## config.mk

```make
export PLATFORM = sky130hd
export DESIGN_NAME = imm_extend_pipe
export DESIGN_NICKNAME = d
export VERILOG_FILES = /design/src/rtl/imm_extend_pipe_pkg.sv /design/src/rtl/imm_extend_core.sv /design/src/rtl/imm_extend_pipe.sv
export SDC_FILE = /design/constraint.sdc
export NUM_CORES = 1
export LEC_CHECK = 0
export CAP_MARGIN = 20
export CORE_ASPECT_RATIO = 1.4
export CORE_MARGIN = 8
export CORE_UTILIZATION = 52
export CTS_CLUSTER_DIAMETER = 120
export DETAILED_ROUTE_END_ITERATION = 8
export GPL_TIMING_DRIVEN = 0
export PLACE_DENSITY = 0.92
export RECOVER_POWER = 100
export SETUP_SLACK_MARGIN = 0.2
export SYNTH_ARGS = -nofsm -noshare
export SYNTH_HDL_FRONTEND = slang
export SYNTH_HIERARCHICAL = 1
export SYNTH_SLANG_ARGS = --single-unit
export TNS_END_PERCENT = 5
```

## constraint.sdc

```tcl
create_clock -name clk -period 2.37 [get_ports clk]
set_clock_uncertainty 0.1 [all_clocks]
set_input_delay 0.711 -clock clk [delete_from_list [all_inputs] [get_ports clk]]
set_output_delay 0.711 -clock clk [all_outputs]
set_load 0.005 [all_outputs]
```

## src/rtl/imm_extend_pipe_pkg.sv

```systemverilog
// Shared immediate-extension mode encodings, used by the decoder, the ALU control
// and this extend pipeline so all of them agree on the meaning of in_mode.
package imm_extend_pipe_pkg;

    localparam int MODE_W = 2;

    typedef enum logic [MODE_W-1:0] {
        MODE_SEXT     = 2'd0,
        MODE_ZEXT     = 2'd1,
        MODE_SEXT_SHL = 2'd2,
        MODE_UPPER    = 2'd3
    } imm_mode_e;

    // Only the shifting/placing modes can lose information.
    function automatic logic mode_can_trunc(input logic [MODE_W-1:0] mode);
        return (mode == MODE_SEXT_SHL) || (mode == MODE_UPPER);
    endfunction

endpackage

```

## src/rtl/imm_extend_core.sv

```systemverilog
// Purely combinational immediate extender: sign/zero extension, scaled sign
// extension with overflow detection, and upper placement.
module imm_extend_core
    import imm_extend_pipe_pkg::*;
#(
    parameter int IN_W  = 16,
    parameter int OUT_W = 32,
    parameter int SHIFT = 2
) (
    input  logic [IN_W-1:0]   imm,
    input  logic [MODE_W-1:0] mode,
    output logic [OUT_W-1:0]  data,
    output logic              trunc
);

    logic [OUT_W-1:0] sext;
    logic [OUT_W-1:0] zext;
    logic [OUT_W-1:0] upper;
    logic [OUT_W-1:0] shl;
    logic [OUT_W-1:0] shl_restored;
    logic             shl_trunc;

    assign sext  = {{(OUT_W-IN_W){imm[IN_W-1]}}, imm};
    assign zext  = {{(OUT_W-IN_W){1'b0}}, imm};
    assign upper = {imm, {(OUT_W-IN_W){1'b0}}};
    assign shl   = sext << SHIFT;

    // Shifting back arithmetically recovers the original only when every
    // discarded bit matched the new sign bit.
    assign shl_restored = $signed(shl) >>> SHIFT;
    assign shl_trunc    = (shl_restored != sext);

    always_comb begin
        data  = sext;
        trunc = 1'b0;
        case (mode)
            MODE_SEXT: begin
                data = sext;
            end
            MODE_ZEXT: begin
                data = zext;
            end
            MODE_SEXT_SHL: begin
                data  = shl;
                trunc = shl_trunc;
            end
            MODE_UPPER: begin
                data = upper;
            end
            default: begin
                data  = sext;
                trunc = 1'b0;
            end
        endcase
    end

endmodule

```

## src/rtl/imm_extend_pipe.sv

```systemverilog
// Registered immediate extender with a two-entry (output + skid) elastic buffer,
// a registered in_ready, and a wrapping completed-transfer counter.
module imm_extend_pipe
    import imm_extend_pipe_pkg::*;
#(
    parameter int IN_W  = 16,
    parameter int OUT_W = 32,
    parameter int SHIFT = 2,
    parameter int CNT_W = 16
) (
    input  logic              clk,
    input  logic              reset,
    input  logic              in_valid,
    output logic              in_ready,
    input  logic [IN_W-1:0]   in_imm,
    input  logic [MODE_W-1:0] in_mode,
    output logic              out_valid,
    input  logic              out_ready,
    output logic [OUT_W-1:0]  out_data,
    output logic              out_trunc,
    output logic [CNT_W-1:0]  xfer_count
);

    logic [OUT_W-1:0] ext_data;
    logic             ext_trunc;

    logic             skid_valid;
    logic [OUT_W-1:0] skid_data;
    logic             skid_trunc;

    logic             accept;
    logic             complete;
    logic             out_free;

    logic             out_valid_nxt;
    logic [OUT_W-1:0] out_data_nxt;
    logic             out_trunc_nxt;
    logic             skid_valid_nxt;
    logic [OUT_W-1:0] skid_data_nxt;
    logic             skid_trunc_nxt;

    imm_extend_core #(
        .IN_W  (IN_W),
        .OUT_W (OUT_W),
        .SHIFT (SHIFT)
    ) u_core (
        .imm   (in_imm),
        .mode  (in_mode),
        .data  (ext_data),
        .trunc (ext_trunc)
    );

    assign accept   = in_valid && in_ready;
    assign complete = out_valid && out_ready;
    assign out_free = !out_valid || out_ready;

    // in_ready is low whenever the skid holds an item, so an accept never
    // coincides with a full skid and the skid drains into the output first.
    always_comb begin
        out_valid_nxt  = out_valid;
        out_data_nxt   = out_data;
        out_trunc_nxt  = out_trunc;
        skid_valid_nxt = skid_valid;
        skid_data_nxt  = skid_data;
        skid_trunc_nxt = skid_trunc;
        if (out_free) begin
            if (skid_valid) begin
                out_valid_nxt  = 1'b1;
                out_data_nxt   = skid_data;
                out_trunc_nxt  = skid_trunc;
                skid_valid_nxt = 1'b0;
            end else if (accept) begin
                out_valid_nxt = 1'b1;
                out_data_nxt  = ext_data;
                out_trunc_nxt = ext_trunc;
            end else begin
                out_valid_nxt = 1'b0;
            end
        end else if (accept) begin
            skid_valid_nxt = 1'b1;
            skid_data_nxt  = ext_data;
            skid_trunc_nxt = ext_trunc;
        end
    end

    always_ff @(posedge clk) begin
        if (reset) begin
            out_valid  <= 1'b0;
            out_data   <= '0;
            out_trunc  <= 1'b0;
            skid_valid <= 1'b0;
            skid_data  <= '0;
            skid_trunc <= 1'b0;
            in_ready   <= 1'b0;
            xfer_count <= '0;
        end else begin
            out_valid  <= out_valid_nxt;
            out_data   <= out_data_nxt;
            out_trunc  <= out_trunc_nxt;
            skid_valid <= skid_valid_nxt;
            skid_data  <= skid_data_nxt;
            skid_trunc <= skid_trunc_nxt;
            in_ready   <= !skid_valid_nxt;
            if (complete) begin
                xfer_count <= xfer_count + CNT_W'(1);
            end
        end
    end

endmodule

```

# Yosys cells after proc, flatten, opt, wreduce, memory -nomap -nowiden
# Index checks and enable logic that the tools add are counted.
[op_classes]
muxes = 9
n_reduce_logical = 9
eq_ne = 3
shifts = 0
add_sub_neg = 1
bitwise_logic = 1
magnitude_cmp = 0
n_div = 0
mul = 0
[op_table]
columns = ["cell", "n"]
rows = [
  ["$pmux W32 S4", 1],
  ["$mux W32", 2],
  ["$add A16 B1 Y16 const B", 1],
  ["$mux W1", 6],
  ["$eq A2 B2 Y1 const B", 2],
  ["$reduce_and A2 Y1", 2],
  ["$eq A2 B1 Y1 const B", 1],
  ["$logic_and A1 B1 Y1", 2],
  ["$logic_not A1 Y1", 2],
  ["$logic_not A2 Y1", 1],
  ["$reduce_bool A2 Y1", 1],
  ["$logic_or A1 B1 Y1", 1],
  ["$not A1 Y1", 1],
]
[word_totals]
n_memories = 0
mem_bits_ro = 0
elab_cells = 30
input_bits = 22
ram_bits = 0
regBits = 84
latchBits = 0
output_inout_bits = 51

# Depth between registers and ports, before layout
# Gate-level depths: netlist (run 1).
[logic_depth]
word_depth = 4
depth_mapped = 7
ltp_nobuf = 5

# Hierarchy
# The synthesis (run 1) kept the hierarchy.
[modules_own_cells]
columns = ["module", "n_inst", "area_per_inst_um2", "cells_per_inst", "seq_area_each_um2"]
rows = [
  ["imm_extend_pipe", 1, 3397.0, 391, 1701.6],
  ["imm_extend_core", 1, 371.6, 44, 0.0],
]

# Least setup slack after synthesis (run 1)
# OpenSTA, ideal clock, no wires.
[synth_timing]
path_type = "input port to flip-flop"
startpoint = "input out_ready"
endpoint = "register xfer_count[15]"
path_buffers = 0
arrival_ns = 1.830
setup_slack_ns = 0.317
t_required_ns = 2.147
setup_ns = 0.123
path_stages = 4
path_cell_list = "nand4_2 > or4_4 > nor4_2 > mux2_1"
[synth_via]
elab_chain_len = 1
[synth_rtl]
columns = ["element", "line", "source"]
rows = [
  ["from (decl)", "imm_extend_pipe.sv:18", "input logic out_ready,"],
  ["$logic_and A1 B1 Y1", "imm_extend_pipe.sv:54", "assign complete = out_valid && out_ready;"],
  ["to (signal assigned)", "imm_extend_pipe.sv:105", "xfer_count <= xfer_count + CNT_W'(1);"],
  ["to (decl)", "imm_extend_pipe.sv:21", "output logic [CNT_W-1:0] xfer_count"],
]
# Every way passes these cells.
# A chain may end at the register's enable or synchronous reset.

# Worst setup path after layout (run 1)
[layout_timing]
startpoint = "register xfer_count[6]"
endpoint = "output xfer_count[6]"
# No word-level cell between the ends.

==> results.py, run 1 <==
metrics = {
    "sta": {
        "rsz0062_at_grt": "true",
        "setup_slack_ps": 115,
        "tns_ps": 0,
        "tightest_slew_ps": 722,
        "relSlewSlack_pct": 51.9,
        "period_share_pct": 95.1,
        "max_freq_mhz": 443,
        "hold_viol_final": 0,
        "drv_slew": 0,
        "setup_violations": 0,
        "period_needed_ps": 2250,
    },
    "worst_setup_path": {
        "crit_required_ps": 1560,
        "cp_slowest_cell": "dlygate4sd3_1",
        "regToRegStartpoint": "out_valid",
        "crit_path_end_kind": "primary output",
        "worst-r2r-setup-slack_ps": 410,
        "path_buf_inv": 1,
        "arrival_ps": 1440,
        "crit_fanout": 7,
        "start_kind": "flip-flop",
        "crit_start": "xfer_count[6]",
        "critical-path-max-stage-delay_ps": 620,
        "path_class": "flip-flop to primary output",
        "critical-path-top-delay-family": "buffers and inverters",
        "path_cells": "dlygate4sd3_1",
    },
    "floorplanning": {
        "start_util_pct": 54.0,
        "rows": 36,
        "die_w_um": 88.0,
        "die_h_um": 117,
        "die_area_um2": 10300,
        "pin_count": 73,
        "core_area_um2": 6980,
    },
    "synth": {
        "ys_types": 44,
        "yosysWarnings": 6,
        "synth_top_area_share_pct": 45.2,
        "synth_area_per_cell_um2": 8.66,
        "syn_inst": 435,
        "synth_top_cell_by_area": "dfxtp_1",
        "synth_commonest_cells": "85 x dfxtp_1, 73 x nand2_1, 48 x nor2_1",
        "ys_top_cells_by_area": "dfxtp_1 45%, mux2i_1 9.0%, nand2_1 7.3%, a211oi_1 6.6%, a21oi_1 5.3%",
        "syn_area_um2": 3770,
        "synth-seq-cells": 85,
        "synthArstFlopShare_pct": 0,
        "synth_nets": 458,
        "ys.flop_type": "dfxtp_1",
        "synth_most_common_cell": "dfxtp_1",
        "synth_edf_count": 0,
        "synth-seq-area-share_pct": 45.2,
    },
    "clock_network": {
        "cts_setup_buffers": 0,
        "clock_sinks": 85,
        "cts.clk_slew.worst_paths_ps": 80,
        "numCtsBuffers": 9,
        "clk_path_buf_depth": 2,
        "h-tree-depth": 3,
        "clk_latency_ps": 360,
        "root_buffer": "clkbuf_8",
        "hold_buffers": 0,
        "cts_tree": "built",
    },
    "finish": {
        "finalNetCount": 541,
        "drive_gt1_share_pct": 7.65,
        "n_antenna_cell": 0,
        "syn_to_final_growth_pct": 27.2,
    },
    "power": {
        "p_leak_nw": 1.78,
        "power.density_nw_per_um2": 587,
        "vdd_drop_max_mv": 0.481,
    },
    "drt": {
        "wl_um": 10100,
        "avgRoutedWirePerCell_um": 16.3,
        "via_count": 3424,
        "drc": 0,
        "firstDrtPassIters": 7,
        "vias_per_cell": 5.54,
        "drt.antenna.violating_nets": 0,
        "drt-initial-drc-count": 256,
    },
    "global_routing": {
        "grt_max_degree": 14,
        "first_global_vias": 3415,
        "grt_pass1_wl_um": 16200,
        "antenna_found_initial": 0,
        "overflow": 0,
        "grt_usage_pct": 20.2,
    },
    "run": {
        "cap_violations": 0,
    },
    "hold_path": {
        "hold_class": "flip-flop to flip-flop",
        "min_from": "skid_data[5]",
    },
    "placement": {
        "portBuffers": 72,
        "gp_congestion": 0.901,
        "pre_cts_ws_ps": -472,
        "dp_hpwl_um": 7490,
    },
    "status": {
        "status": "finished, final reports clean",
    },
}
## power by group
part           internal (mW)  leakage (nW)  switching [mW]
Sequential              1.48         0.691          0.0256
Clock                  0.433        0.0921           0.502
Combinational          0.182         0.996           0.195
Total                   2.09          1.78           0.723
## per-layer routing
metal | vias up | GRT usage [%] | wire length (um)
met5 | - | 0 | 0
met4 | 0 | 10.9 | 202
met3 | 21 | 4.93 | 633
met2 | 124 | 36.3 | 5450
met1 | 1600 | 20.8 | 3780
li1 | 1679 | - | -
## what timing repair did
item / in CTS / in global routing
endpoints found under the hold margin: 0 / 0
endpoints found under the setup margin: 66 / 74
gates resized for setup: 2 / 9
## per-stage QoR
stage                     instances  instance area, um2  utilization [%]  power, mW  hold slack [ps]
final                           618                4790             68.7       2.81              357
after global routing            618                4790             68.7       2.93              377
after CTS                       618                4790             68.5       2.84              357
after detailed placement        602                4610             66.0       1.92              346
after global placement          602                4610             66.0       1.91              341
after floorplan                 435                3770                -       1.73              336
## kinds of logic (layout without fill, tap and decap cells)
family,count (synthesis),in the layout,synth area share [%]
AND/OR/NAND/NOR,155,155,18.5
other,1,1,0.0995
multiplexers,35,35,9.33
adder cells (fa/ha/maj),1,1,0.332
XOR/XNOR,10,10,2.32
AO/OA/AOI/OAI,106,106,19.0
flip-flops,85,85,45.2
buffers and inverters,42,130,5.28
## placed cells by master, fill, tap and decap left out, types with 2 or more instances in the layout
cell type        count
dfxtp_1             85
nand2_1             73
dlygate4sd3_1       52
nor2_1              48
a21oi_1             40
mux2i_1             34
a211oi_1            33
clkbuf_1            19
clkdlybuf4s50_1     19
a22o_1              14
clkbuf_8            11
xnor2_1              9
a21o_1               9
inv_1                8
nor3_1               6
nand3_1              5
a21o_2               5
buf_2                3
and2b_1              3
buf_1                3
or3_1                3
clkbuf_2             3
clkinv_2             3
clkbuf_4             2
nand4_2              2
o21ai_0              2
nor4_1               2
nand4_1              2
buf_6                2
## worst paths after layout
kind	end	cells past startpoint
setup reg to reg	xfer_count[15]	4
setup / recovery	xfer_count[6]	1
hold reg to reg	skid_data[5]	2
hold / removal	skid_data[5]	2
## tightest hold or removal path, stage by stage (launching register included)
cell and delay [ps]:
dfxtp_1 320, nand2_1 50, a21oi_1 50
## layout make-up
class	count	area, um2
Fill cell	528	2190
Multi-Input combinational cell	308	1870
Sequential cell	85	1700
Timing Repair Buffer	72	719
Buffer	33	174
Clock buffer	12	155
Tap cell	95	119
Inverter	9	33.8
Clock inverter	4	22.5
## flip-flops by register name, indices dropped and copies added (netlist names)
name / count
skid_data: 32
in_ready: 1
out_trunc: 1
out_data: 32
skid_valid: 1
xfer_count: 16
out_valid: 1
skid_trunc: 1
Power figures use the tool's default switching activity.
==> run 2, diff against run 1 <==
CELL_PAD_IN_SITES_DETAIL_PLACEMENT = 2   (was unset)
CELL_PAD_IN_SITES_GLOBAL_PLACEMENT = 2   (was unset)
CORE_UTILIZATION = 31   (was 52)
==> run 2 against run 1 <==
  * First-iteration DRC count down 75%
  * Non-clock buffer count is the same
  * Combinational power up 5.3%
  * Worst setup slack gained 6.4 ps
  * Critical endpoint is now skid_data[16]
  * Count of clock-buffer cells in the layout unchanged
  * Highest routed layer unchanged
  * Clock power grew 58%
  * Design area grew 4.3%
==> results.py, run 2 (synthesis gave the netlist of run 1 again) <==
metrics = {
    "drt": {
        "wl_um": 13700,
        "vias_per_cell": 5.28,
        "via_count": 3527,
        "drc": 0,
        "firstDrtPassIters": 4,
        "drt-initial-drc-count": 65,
        "drt.antenna.violating_nets": 0,
        "avgRoutedWirePerCell_um": 20.6,
    },
    "worst_setup_path": {
        "arrival_ps": 2410,
        "path_cells": "dlygate4sd3_1 -> and3_1 -> clkbuf_1 -> clkbuf_2 -> nand2_1 -> a21oi_1",
        "crit_required_ps": 2530,
        "crit_path_end_kind": "flip-flop",
        "critical-path-top-delay-family": "buffers and inverters",
        "path_class": "input port to flip-flop",
        "reg2reg_depth": 4,
        "worst-r2r-setup-slack_ps": 370,
        "start_kind": "input port",
        "critical-path-max-stage-delay_ps": 590,
        "crit_fanout": 10,
        "path_buf_inv": 3,
        "regToRegStartpoint": "out_valid",
        "cp_slowest_cell": "dlygate4sd3_1",
        "r2r-end": "xfer_count[15]",
    },
    "placement": {
        "portBuffers": 72,
        "dpl_cell_area_um2": 4670,
        "gp_congestion": 0.817,
        "dp_hpwl_um": 10000,
    },
    "clock_network": {
        "clk_path_buf_depth": 2,
        "cts_tree": "built",
        "cts_setup_buffers": 0,
        "clock_sinks": 85,
        "numCtsBuffers": 9,
        "clk_latency_ps": 340,
        "h-tree-depth": 3,
        "hold_buffers": 0,
        "cts.clk_slew.worst_paths_ps": 60,
        "root_buffer": "clkbuf_16",
    },
    "sta": {
        "period_needed_ps": 2250,
        "rsz0062_at_grt": "true",
        "setup_violations": 0,
        "period_share_pct": 94.9,
        "relSlewSlack_pct": 48.1,
        "tns_ps": 0,
        "tightest_slew_ps": 779,
        "hold_viol_final": 0,
        "drv_slew": 0,
        "max_freq_mhz": 445,
    },
    "hold_path": {
        "min_to": "skid_data[12]",
        "min_from": "skid_data[12]",
        "hold_depth": 2,
        "hold_class": "flip-flop to flip-flop",
    },
    "floorplanning": {
        "die_area_um2": 16000,
        "rows": 47,
        "pin_count": 73,
        "die_w_um": 109,
        "start_util_pct": 31.9,
        "core_area_um2": 11800,
        "die_h_um": 146,
    },
    "finish": {
        "finalNetCount": 541,
        "final_common_cell": "dfxtp_1",
        "final_cell_mix": "85 x dfxtp_1, 73 x nand2_1, 53 x dlygate4sd3_1, 47 x nor2_1, 39 x a21oi_1",
        "drive_gt1_share_pct": 8.83,
        "design_area_um2": 5000,
        "top_regs": "out_data (32), skid_data (32), xfer_count (16)",
        "n_antenna_cell": 0,
        "syn_to_final_growth_pct": 32.7,
    },
    "global_routing": {
        "grt_usage_pct": 17.6,
        "antenna_found_initial": 0,
        "grt_max_degree": 13,
        "first_global_vias": 4008,
        "overflow": 0,
        "grt_pass1_wl_um": 21500,
    },
    "power": {
        "vdd_drop_max_mv": 0.313,
        "power.density_nw_per_um2": 677,
        "p_leak_nw": 1.87,
    },
    "status": {
        "status": "finished, final reports clean",
    },
    "run": {
        "cap_violations": 0,
    },
}
-- run 2: cell types whose count changed in the layout (fill, tap and decap cells not counted), sizes merged --
cell | previous run | this run
clkinvlp | 1 | 0
buf | 10 | 11
dlygate4sd2 | 1 | 2
dlymetal6s2s | 0 | 1
clkbuf | 35 | 34
clkdlybuf4s50 | 19 | 16
clkinv | 3 | 0
bufinv | 0 | 2
dlygate4sd3 | 52 | 53
-- run 2: what timing repair did --
| action | CTS | global route |
|---|---|---|
| resized for setup | 15 | 8 |
| endpoints found under the setup margin | 87 | 73 |
| pin swaps | 1 | 0 |
-- run 2: worst max-delay path by stage --
| stage | slack, ps | start | depth (start not counted) | to |
|---|---|---|---|---|
| detailed placement | -680 | out_ready | 7 | out_data[0] |
| CTS | 110 | out_ready | 5 | xfer_count[15] |
| global route | 30 | in_valid | 7 | out_data[1] |
| global placement | -550 | out_ready | 6 | out_data[23] |
| floorplan | 320 | out_ready | 4 | xfer_count[15] |
| finish | 120 | in_valid | 6 | skid_data[16] |
-- run 2: worst reg2reg max path: stages, from the launching register on --
cell	delay, ps
dfxtp_1	470
nand4_2	210
or4_4	560
nor4_2	190
mux2_1	360
-- run 2: where the power goes --
| part | internal (mW) | switching, mW |
|---|---|---|
| Clock | 0.914 | 0.570 |
| Sequential | 1.48 | 0.0273 |
| Combinational | 0.183 | 0.214 |
-- run 2: cell type report --
type | instances | area, um2
clock buffer | 12 | 236
clock inverter | 2 | 60.1
timing repair buffer | 72 | 721
tap | 147 | 184
multi-input combinational | 308 | 1880
buffer | 33 | 185
fill | 1299 | 6820
sequential | 85 | 1700
inverter | 9 | 33.8
-- run 2: layer usage --
layer / global-route usage [%] / part of all wire [%]
met3: 3.08 / 3.5
met1: 19.1 / 40
met4: 8.27 / 3.1
met5: 0 / 0
met2: 31.6 / 53
-- run 2: per-stage QoR --
stage	setup slack [ps]	std cells	total power, mW	util, %	hold WS, ps
floorplan	317	435	1.73	-	336
global placement	-548	654	1.93	39.5	341
detailed placement	-682	654	1.95	39.5	352
CTS	114	668	3.43	42.2	364
global route	29.5	668	3.50	42.3	383
finish	122	668	3.39	42.3	361
